File: src/rtl/posit8_pkg.sv
// Shared constants and types for the 8-bit (es=0) posit packer and unpacker.
// uposit layout: {sign, exp biased by EXP_BIAS, frac with the hidden 1 omitted}.
package posit8_pkg;

   localparam int EXP_BIAS = 6;
   localparam int MAX_K    = 6;

   localparam int UPOSIT_W = 10;
   localparam int EXP_W    = 4;
   localparam int FRAC_W   = 5;
   localparam int POSIT_W  = 8;
   localparam int KEPT_W   = 7;
   localparam int MAG_W    = 13;

   localparam int SIGN_BIT = 9;
   localparam int EXP_MSB  = 8;
   localparam int EXP_LSB  = 5;
   localparam int FRAC_MSB = 4;
   localparam int FRAC_LSB = 0;

   localparam logic [POSIT_W-1:0] POSIT_ZERO   = 8'h00;
   localparam logic [POSIT_W-1:0] POSIT_NAR    = 8'h80;
   localparam logic [POSIT_W-1:0] POSIT_MAXPOS = 8'h7F;
   localparam logic [POSIT_W-1:0] POSIT_MINPOS = 8'h01;

   // Stage-1 payload: truncated magnitude plus the bits needed to round it.
   typedef struct packed {
      logic              sign;
      logic [KEPT_W-1:0] kept;
      logic              guard;
      logic              sticky;
      logic              zero;
      logic              nar;
   } s1_t;

endpackage

File: src/rtl/posit8_regime_build.sv
// Builds the left-justified regime+fraction string for an es=0 posit and
// splits it into the 7 kept magnitude bits, the guard bit and the sticky bit.
module posit8_regime_build
   import posit8_pkg::*;
(
   input  logic [EXP_W-1:0]  exp,
   input  logic [FRAC_W-1:0] frac,
   output logic [KEPT_W-1:0] kept,
   output logic              guard,
   output logic              sticky
);

   logic [EXP_W-1:0] k_pos;
   logic [EXP_W-1:0] k_neg;
   logic [MAG_W-1:0] mag;

   // NOTE: every variable written here gets a default first, so no path leaves it unassigned and no latch is inferred.
   always_comb begin
      k_pos = exp - EXP_W'(EXP_BIAS);
      k_neg = EXP_W'(EXP_BIAS) - exp;
      mag   = '0;
      if (exp >= EXP_W'(EXP_BIAS)) begin
         if (k_pos > EXP_W'(MAX_K)) begin
            // Beyond maxpos: pin the kept field to all ones with nothing to round.
            mag = {7'h7F, 6'b0};
         end else begin
            // k+1 ones, a terminating 0, then the fraction.
            mag = ~(13'h1FFF >> (k_pos + 4'd1)) | ({frac, 8'b0} >> (k_pos + 4'd2));
         end
      end else begin
         // -k zeros, a terminating 1, then the fraction.
         mag = {1'b1, frac, 7'b0} >> k_neg;
      end
   end

   assign kept   = mag[MAG_W-1 -: KEPT_W];
   assign guard  = mag[MAG_W-1-KEPT_W];
   assign sticky = |mag[MAG_W-2-KEPT_W:0];

endmodule

File: src/rtl/packposit_8bit.sv
// Two-stage valid/ready posit encoder: stage 1 builds regime/fraction bits,
// stage 2 rounds to nearest even with saturation and applies the sign.
module packposit_8bit
   import posit8_pkg::*;
(
   input  logic                clk,
   input  logic                rst_n,
   input  logic                in_valid,
   output logic                in_ready,
   input  logic [UPOSIT_W-1:0] uposit,
   input  logic                in_zero,
   input  logic                in_nar,
   output logic                out_valid,
   input  logic                out_ready,
   output logic [POSIT_W-1:0]  posit
);

   s1_t                s1_q, s1_d;
   logic               s1_valid_q, s1_valid_d;
   logic               s2_valid_q, s2_valid_d;
   logic [POSIT_W-1:0] s2_posit_q, s2_posit_d;

   logic               s1_adv;
   logic               in_fire;
   logic [KEPT_W-1:0]  rb_kept;
   logic               rb_guard;
   logic               rb_sticky;

   logic               rnd_up;
   logic [KEPT_W:0]    rnd_sum;
   logic [KEPT_W-1:0]  rnd_mag;
   logic [POSIT_W-1:0] enc;
   logic [POSIT_W-1:0] s2_result;

   posit8_regime_build u_regime_build (
      .exp    (uposit[EXP_MSB:EXP_LSB]),
      .frac   (uposit[FRAC_MSB:FRAC_LSB]),
      .kept   (rb_kept),
      .guard  (rb_guard),
      .sticky (rb_sticky)
   );

   // Stage 1 may move whenever stage 2 is empty or draining this cycle.
   assign s1_adv   = !s2_valid_q || out_ready;
   assign in_ready = !s1_valid_q || s1_adv;
   assign in_fire  = in_valid && in_ready;

   always_comb begin
      s1_valid_d = in_ready ? in_valid : s1_valid_q;
      s1_d       = s1_q;
      if (in_fire) begin
         s1_d.sign   = uposit[SIGN_BIT];
         s1_d.kept   = rb_kept;
         s1_d.guard  = rb_guard;
         s1_d.sticky = rb_sticky;
         s1_d.zero   = in_zero;
         s1_d.nar    = in_nar;
      end
   end

   always_comb begin
      rnd_up  = s1_q.guard && (s1_q.sticky || s1_q.kept[0]);
      rnd_sum = {1'b0, s1_q.kept} + {{KEPT_W{1'b0}}, rnd_up};
      if (rnd_sum[KEPT_W]) begin
         rnd_mag = POSIT_MAXPOS[KEPT_W-1:0];
      end else if (rnd_sum[KEPT_W-1:0] == '0) begin
         rnd_mag = POSIT_MINPOS[KEPT_W-1:0];
      end else begin
         rnd_mag = rnd_sum[KEPT_W-1:0];
      end

      enc = {1'b0, rnd_mag};
      if (s1_q.sign) begin
         enc = ~enc + 8'd1;
      end

      if (s1_q.nar) begin
         s2_result = POSIT_NAR;
      end else if (s1_q.zero) begin
         s2_result = POSIT_ZERO;
      end else begin
         s2_result = enc;
      end
   end

   always_comb begin
      s2_valid_d = s1_adv ? s1_valid_q : s2_valid_q;
      s2_posit_d = s2_posit_q;
      if (s1_adv && s1_valid_q) begin
         s2_posit_d = s2_result;
      end
   end

   // NOTE: the datapath registers are reset too, so the posit output reads 8'h00 whenever reset is asserted.
   // NOTE: state is updated only with non-blocking assignments so every flop samples pre-edge values.
   always_ff @(posedge clk or negedge rst_n) begin
      if (!rst_n) begin
         s1_valid_q <= 1'b0;
         s1_q       <= '0;
         s2_valid_q <= 1'b0;
         s2_posit_q <= POSIT_ZERO;
      end else begin
         s1_valid_q <= s1_valid_d;
         s1_q       <= s1_d;
         s2_valid_q <= s2_valid_d;
         s2_posit_q <= s2_posit_d;
      end
   end

   assign out_valid = s2_valid_q;
   assign posit     = s2_posit_q;

endmodule

File: config.mk
export PLATFORM = sky130hd
export DESIGN_NAME = packposit_8bit
export DESIGN_NICKNAME = d
export VERILOG_FILES = /design/src/rtl/posit8_pkg.sv /design/src/rtl/posit8_regime_build.sv /design/src/rtl/packposit_8bit.sv
export SDC_FILE = /design/constraint.sdc
export NUM_CORES = 1
export LEC_CHECK = 0
export ABC_AREA = 0
export CORE_MARGIN = 4
export CORE_UTILIZATION = 43
export CTS_CLUSTER_SIZE = 10
export DETAILED_ROUTE_END_ITERATION = 8
export PLACE_DENSITY_LB_ADDON = 0.08
export SLEW_MARGIN = 0
export SYNTH_ARGS = -nofsm -noshare
export SYNTH_HDL_FRONTEND = slang
export SYNTH_SLANG_ARGS = --single-unit
export TNS_END_PERCENT = 1
File: constraint.sdc
create_clock -name clk -period 3 [get_ports clk]
set_input_delay 0.6 -clock clk [delete_from_list [all_inputs] [get_ports clk]]
set_output_delay 0.6 -clock clk [all_outputs]
set_load 0.03 [all_outputs]
==> summary.txt, run 1 <==
CTS
  – Clock sink count: 22
  – Worst-Skew Late Latency: around 0.27 ns
  – CTS tree: yes
  – Setup Buffers After CTS: 0
  – H-tree depth: 1
  – Clock root buffer: clkbuf_8
  – CTS max path bufs: 2
  – TritonCTS Buffers: 3
  – Clock slew at reported path FFs: 0.08 ns
  – # hold bufs at CTS: 0
  – Post-CTS resize count: 0

Drt
  – Drt pass-1 iters: 4
  – DRC viols: 0
  – Vias: 2051
  – Metal3 WL: 316 um
  – Initial DRC Count: approximately 220
  – Routed Antenna Nets: 0
  – Routed len/inst: approximately 16 um
  – Metal-1 WL: 2870 um
  – Routed WL: about 5500 um
  – Uppermost layer routed: met4
  – Vias per cell: around 5.9
  – Met2 WL post-DR: 2250 um

Outcome
  – Status: finished clean

Global routing
  – First-pass GRT wire length: 9520 um
  – Vias in the first global route: 1931
  – GRT Total Usage: 0.193
  – Antenna violations before repair: 0
  – Grt ovf: 0
  – Largest net degree at the start of global routing: 23

Finish
  – P&R area growth vs syn: 24.6%
  – Layout cells sized above 1: 0.156
  – Final Instance Area: 2540 um2
  – Final net count: 323
  – Antenna fix cells: 0
  – Post-Layout Cell Count: 347

STA
  – Worst Max-Slew Pin Slew: 0.484 ns
  – Rel. slew slack: 0.675
  – Final hold viol count: 0
  – Setup_tns: 0 ns
  – Setup Skew: 0.00675 ns
  – Max Fclk: ~350 MHz
  – Setup violations, final: 0
  – Fin crit period: 2.85 ns
  – Final Max Slew Viols: 0
  – Final worst-path cycle share: 0.949

Die
  – Die X: just under 80 um
  – Chip Height: 76.8 um
  – I/O pins: 26
  – Placeable core area: 4470 um2
  – Cell Rows: 24
  – Starting Density: 0.456
  – Die ar.: 5910 um2

Setup path
  – CP Launch Point: uposit[6]
  – Critical path class: input port to flop
  – Critical path required time: 3.16 ns
  – Worst R2R Start: s1_q[3]$_DFFE_PN0P_
  – Crit path DAT: 3.00 ns
  – Crit path capture type: flop
  – CP Max Fanout: 2
  – Startpoint types: input port

Synth
  – Largest area contributor in the netlist: dfrtp_1
  – Yosys reg bits: 22
  – Syn Nets: 280
  – Synth Flop Type: dfrtp_1
  – Post-synth top cells: 35 x nand2_1, 24 x o21ai_0, 22 x dfrtp_1
  – Netlist cell types: 61
  – Mapped cell area: 2040 um2
  – Count leader, synth: nand2_1
  – Seq/Total Area, Yosys: 0.270
  – Share of the synthesized area in the top cell type: 0.270
  – Syn. warnings: 0
  – Post-Syn Instances: ~250
  – Synth top area cells: dfrtp_1 27%, nand2_1 6.4%, ha_1 6.1%
  – Post-synth EDFFs: 0
  – Async SR Flop Fraction: 1.00
  – Mapped Avg Cell Area: 8.02 um2

Run
  – Max-cap viol count: 0

Power
  – Power per cell area: 459 nW/um2
  – Total Power: 0.00117 W
  – Lkg Pwr: 1.06 nW
  – Worst vdd ir: approximately 0.33 mV

Placement
  – Gp weighted congestion: 0.936
  – Placed Instances: about 340
  – Placed cell area: 2490 um2
  – Detailed placer's ending HPWL: 4210 um
  – IO Port Bufs: 25

Min path
  – Hold Path Origin: posit[4]$_DFFE_PN0P_
  – Worst hold path type: flop to flop
layout by cell type, fill, tap and decap left out, drive strengths merged, types with 6 or more instances in the layout:
cell           count
o21ai             26
ha                10
xor2               8
dfrtp             22
a21oi             19
nor3               6
inv                8
clkdlybuf4s50     25
nor2              18
nand2             36
buf               28
a211oi             6
a31oi              6
layer usage:
layer / vias up / global-route usage
met5: - / 0
met4: 0 / 0.0217
met3: 4 / 0.0328
met2: 67 / 0.271
met1: 956 / 0.310
li1: 1024 / -
flip-flops by register name, indices dropped and copies added, names as in the netlist:
register,count
s1_valid_q,1
s1_q,12
posit,8
out_valid,1
power by group:
group	internal (W)	switching, W
clock network	0.0000898	0.0000937
logic	0.000258	0.000322
registers	0.000354	0.0000480
cells by family (layout without fill, tap and decap cells):
group / after synthesis / in the layout / share of synthesized area
AOI/OAI and AO/OA: 89 / 89 / 0.298
DFF: 22 / 22 / 0.270
muxes: 7 / 7 / 0.0430
buffers and inverters: 23 / 64 / 0.0510
xor gates and xnor gates: 13 / 13 / 0.0626
and+or+nand+nor: 90 / 90 / 0.214
adders and majority gates: 10 / 10 / 0.0614
layout make-up:
class	count	area, um2
fill	424	1930
multi-input combinational	209	1390
sequential	22	551
timing repair buffer	53	460
tap	52	65.1
clock buffer	3	41.3
inverter	8	32.5
stage by stage:
step                 util  worst slack, ns  hold WS, ns
finish              0.568            0.153        0.485
global route        0.568          -0.0243        0.520
floorplan               -            0.126        0.304
global placement    0.557          -0.0785        0.465
CTS                 0.566            0.152        0.491
detailed placement  0.557           -0.124        0.473
critical path, stage by stage:
cell and delay (ns):
clkdlybuf4s50_1 0.48, inv_1 0.06, ha_1 0.30, inv_1 0.06, ha_1 0.30, nand2_1 0.08
nor4b_2 0.27, o22ai_1 0.12, a2111oi_2 0.33, nor2_1 0.09, a221o_1 0.32
worst paths after layout:
check | slack [ns] | cells after the start | end
setup / recovery | 0.15 | 11 | s1_q[2]$_DFFE_PN0P_
hold / removal | 0.48 | 2 | posit[4]$_DFFE_PN0P_
setup reg to reg | 0.33 | 12 | posit[4]$_DFFE_PN0P_
hold reg to reg | 0.48 | 2 | posit[4]$_DFFE_PN0P_
max in group asynchronous | 2.09 | 2 | posit[7]$_DFFE_PN0P_
min in group asynchronous | 0.68 | 2 | s1_valid_q$_DFFE_PN0N_
Power figures use the tool's default switching activity.
==> run 2, diff against run 1 <==
SYNTH_HIERARCHICAL = 1   (was default)
==> summary.txt, run 2 <==
Drt
  – DRC viols: 0 (unchanged)
  – Routed Antenna Nets: 0 (unchanged)
  – Initial DRC Count: 145 (was 222)
  – Routed WL: 5850 um (was 5460 um)
  – Routed len/inst: 15.7 um (about the same)
  – Vias: 2139 (was 2051)
  – Drt pass-1 iters: 4 (unchanged)
  – Vias per cell: 5.73 (was 5.91)

Global routing
  – Met1 Resource Use GR: 0.289 (was 0.310)
  – M2 GR Usage: 0.292 (was 0.271)
  – Vias in the first global route: 1963 (was 1931)
  – GRT Total Usage: 0.188 (was 0.193)
  – GRT Max-Usage Layer: met2 (was met1)
  – Antenna violations before repair: 0 (unchanged)
  – First-pass GRT wire length: 9850 um (was 9520 um)
  – Largest net degree at the start of global routing: 23 (unchanged)
  – GR Layer Usage met3: 0.0211 (was 0.0328)
  – Grt ovf: 0 (unchanged)

Synth
  – Mapped Avg Cell Area: 8.50 um2 (was 8.02 um2)
  – Syn Nets: 297 (was 280)
  – Syn. warnings: 6 (was 0)
  – Seq/Total Area, Yosys: 0.239 (was 0.270)
  – Post-synth top cells: 25 x nand2_1, 22 x dfrtp_1, 18 x mux2_2 (was 35 x nand2_1, 24 x o21ai_0, 22 x dfrtp_1)
  – Netlist cell types: 65 (was 61)
  – Yosys reg bits: 22 (unchanged)
  – Synth top area cells: dfrtp_1 24%, mux2_2 8.8%, ha_1 5.4% (was dfrtp_1 27%, nand2_1 6.4%, ha_1 6.1%)
  – Mapped cell area: 2300 um2 (was 2040 um2)
  – Post-synth EDFFs: 0 (unchanged)
  – Largest area contributor in the netlist: dfrtp_1 (unchanged)
  – Post-Syn Instances: 271 (was 254)
  – Synth Flop Type: dfrtp_1 (unchanged)
  – Count leader, synth: nand2_1 (unchanged)
  – Async SR Flop Fraction: 1.00 (unchanged)
  – Share of the synthesized area in the top cell type: 0.239 (was 0.270)

Setup path
  – Reg2reg path depth: 11 (was 12)
  – CP Depth: 11 (unchanged)
  – Worst R2R Start: s1_q[4]$_DFFE_PN0P_ (was s1_q[3]$_DFFE_PN0P_)
  – Crit-path slowest cell: clkdlybuf4s50_1 (unchanged)
  – Buf+Inv Stages, Crit Path: 3 (unchanged)
  – Critical path required time: 3.15 ns (was 3.16 ns)
  – CP Launch Point: uposit[6] (unchanged)
  – Crit path cell chain: clkdlybuf4s50_1, inv_1, ha_1, inv_1, ha_1, nor4bb_1, a2bb2oi_1, a32oi_1, o211a_1, o32ai_1, mux2_2 (was clkdlybuf4s50_1, inv_1, ha_1, inv_1, ha_1, nand2_1, nor4b_2, o22ai_1, a2111oi_2, nor2_1, a221o_1)
  – Critical path class: input port to flop (unchanged)
  – Crit path capture type: flop (unchanged)
  – CP Max Fanout: 4 (was 2)
  – Startpoint types: input port (unchanged)
  – Crit-path max cell delay: 0.47 ns (was 0.48 ns)
  – Crit path DAT: 2.88 ns (was 3.00 ns)
  – Delay-heaviest family, CP: buffers and inverters (was compound AO/OA/AOI/OAI gates)

Finish
  – Max reg flops: 12 (unchanged)
  – Reg with most FFs: s1_q (unchanged)
  – Final Instance Area: 2770 um2 (was 2540 um2)
  – Fillcell total: 520 (was 424)
  – Commonest cells after routing, fill and taps aside: 25 x nand2_1, 25 x clkdlybuf4s50_1, 22 x dfrtp_1, 22 x buf_4, 18 x mux2_2 (was 35 x nand2_1, 28 x buf_4, 25 x clkdlybuf4s50_1, 24 x o21ai_0, 22 x dfrtp_1)
  – P&R area growth vs syn: 20.2% (was 24.6%)
  – Layout cells sized above 1: 0.185 (was 0.156)
  – Antenna fix cells: 0 (unchanged)
  – Area occupied by multi-input gates: 1620 um2 (was 1390 um2)
  – Final net count: 330 (was 323)
  – Seq. cell area: 551 um2 (unchanged)

CTS
  – Clock sink count: 22 (unchanged)
  – # hold bufs at CTS: 0 (unchanged)
  – CTS max path bufs: 2 (unchanged)
  – Clock slew at reported path FFs: 0.08 ns (about the same)
  – Setup Buffers After CTS: 0 (unchanged)
  – Clock root buffer: clkbuf_8 (unchanged)
  – Worst-Skew Late Latency: 0.26 ns (was 0.27 ns)
  – CTS tree: yes (unchanged)
  – TritonCTS Buffers: 3 (unchanged)
  – Post-CTS resize count: 0 (unchanged)
  – H-tree depth: 1 (unchanged)

Die
  – Placeable core area: 5140 um2 (was 4470 um2)
  – Die ar.: 6590 um2 (was 5910 um2)
  – I/O pins: 26 (unchanged)
  – Starting Density: 0.448 (was 0.456)
  – Chip Height: 81.2 um (was 76.8 um)
  – Cell Rows: 26 (was 24)
  – Die X: 81.2 um (was 76.8 um)

STA
  – Final Max Slew Viols: 0 (unchanged)
  – Unrepaired setup endpoints after global routing: false
  – Setup_tns: 0 ns (unchanged)
  – Worst hold slack: 0.485 ns (about the same)
  – Max Fclk: 367 MHz (was 351 MHz)
  – Fin crit period: 2.72 ns (was 2.85 ns)
  – Final worst-path cycle share: 0.908 (was 0.949)
  – Worst Max-Slew Pin Slew: 0.535 ns (was 0.484 ns)
  – Final hold viol count: 0 (unchanged)
  – Setup Skew: 0.00629 ns (was 0.00675 ns)
  – Rel. slew slack: 0.643 (was 0.675)
  – Setup violations, final: 0 (unchanged)

Power
  – Power per cell area: 464 nW/um2 (was 459 nW/um2)
  – Lkg Pwr: 1.14 nW (was 1.06 nW)
  – Worst vdd ir: 0.237 mV (was 0.328 mV)

Min path
  – WHS Path Cells: 2 (unchanged)
  – Hold Path Origin: posit[7]$_DFFE_PN0P_ (was posit[4]$_DFFE_PN0P_)
  – Worst hold path type: flop to flop (unchanged)

Run
  – Max-cap viol count: 0 (unchanged)

Placement
  – IO Port Bufs: 25 (unchanged)
  – Gp weighted congestion: 0.903 (was 0.936)
  – Detailed placer's ending HPWL: 4660 um (was 4210 um)
  – Placed cell area: 2710 um2 (was 2490 um2)

Outcome
  – Status: finished clean (unchanged)
==> run 2: worst paths after layout <==
kind | to | slack, ns
min in group asynchronous | s1_q[5]$_DFFE_PN0P_ | 0.68
min | posit[7]$_DFFE_PN0P_ | 0.49
max reg2reg | posit[4]$_DFFE_PN0P_ | 0.35
max | s1_q[2]$_DFFE_PN0P_ | 0.28
max in group asynchronous | posit[0]$_DFFE_PN0P_ | 2.08
min reg2reg | posit[7]$_DFFE_PN0P_ | 0.49
==> run 2: per-layer routing <==
layer  vias up  routed length (um)  part of all wire
met1      1009                3010              0.52
met3         2                 237             0.041
met2        50                2580              0.44
met4         0                  10            0.0017
li1       1078                   -                 -
met5         -                   0                 0
==> run 2: kinds of logic (layout without fill, tap and decap cells) <==
family	after synthesis	in the layout	synth area share
AOI/OAI and AO/OA	76	76	0.230
xor gates and xnor gates	11	11	0.0451
adders and majority gates	10	10	0.0543
buffers and inverters	29	61	0.0570
DFF	22	22	0.239
muxes	27	27	0.133
and+or+nand+nor	96	96	0.242
==> run 2: cell type report <==
cell class,instances,area share
inverter,10,0.0136
clock buffer,4,0.0199
multi-input combinational,220,0.586
timing repair buffer,47,0.150
sequential,22,0.199
tap,70,0.0316
==> run 2: tightest hold or removal path, stage by stage (launching register included) <==
cell,delay (ns)
dfrtp_1,0.34
nand2_1,0.04
o21ai_0,0.06
==> run 2: power by group <==
group | leakage (nW) | total [W] | switching [W] | internal (W)
sequential | 0.266 | 0.000425 | 0.0000688 | 0.000356
clock | 0.0288 | 0.000215 | 0.0000978 | 0.000117
combinational | 0.841 | 0.000645 | 0.000349 | 0.000296
==> run 2: per-stage QoR <==
step | setup WS (ns) | utilization | std cells | total power [W]
global route | 0.172 | 0.538 | 373 | 0.00139
global placement | 0.0801 | 0.528 | 369 | 0.00107
finish | 0.275 | 0.538 | 373 | 0.00128
detailed placement | 0.0299 | 0.528 | 369 | 0.00107
CTS | 0.285 | 0.538 | 373 | 0.00130
floorplan | 0.245 | - | 271 | 0.000867
==> run 3, diff against run 2 <==
SKIP_LAST_GASP = 1   (was default)
==> results of run 3 <==
Same layout as run 2: the final DEF is identical, and so are final timing and power.
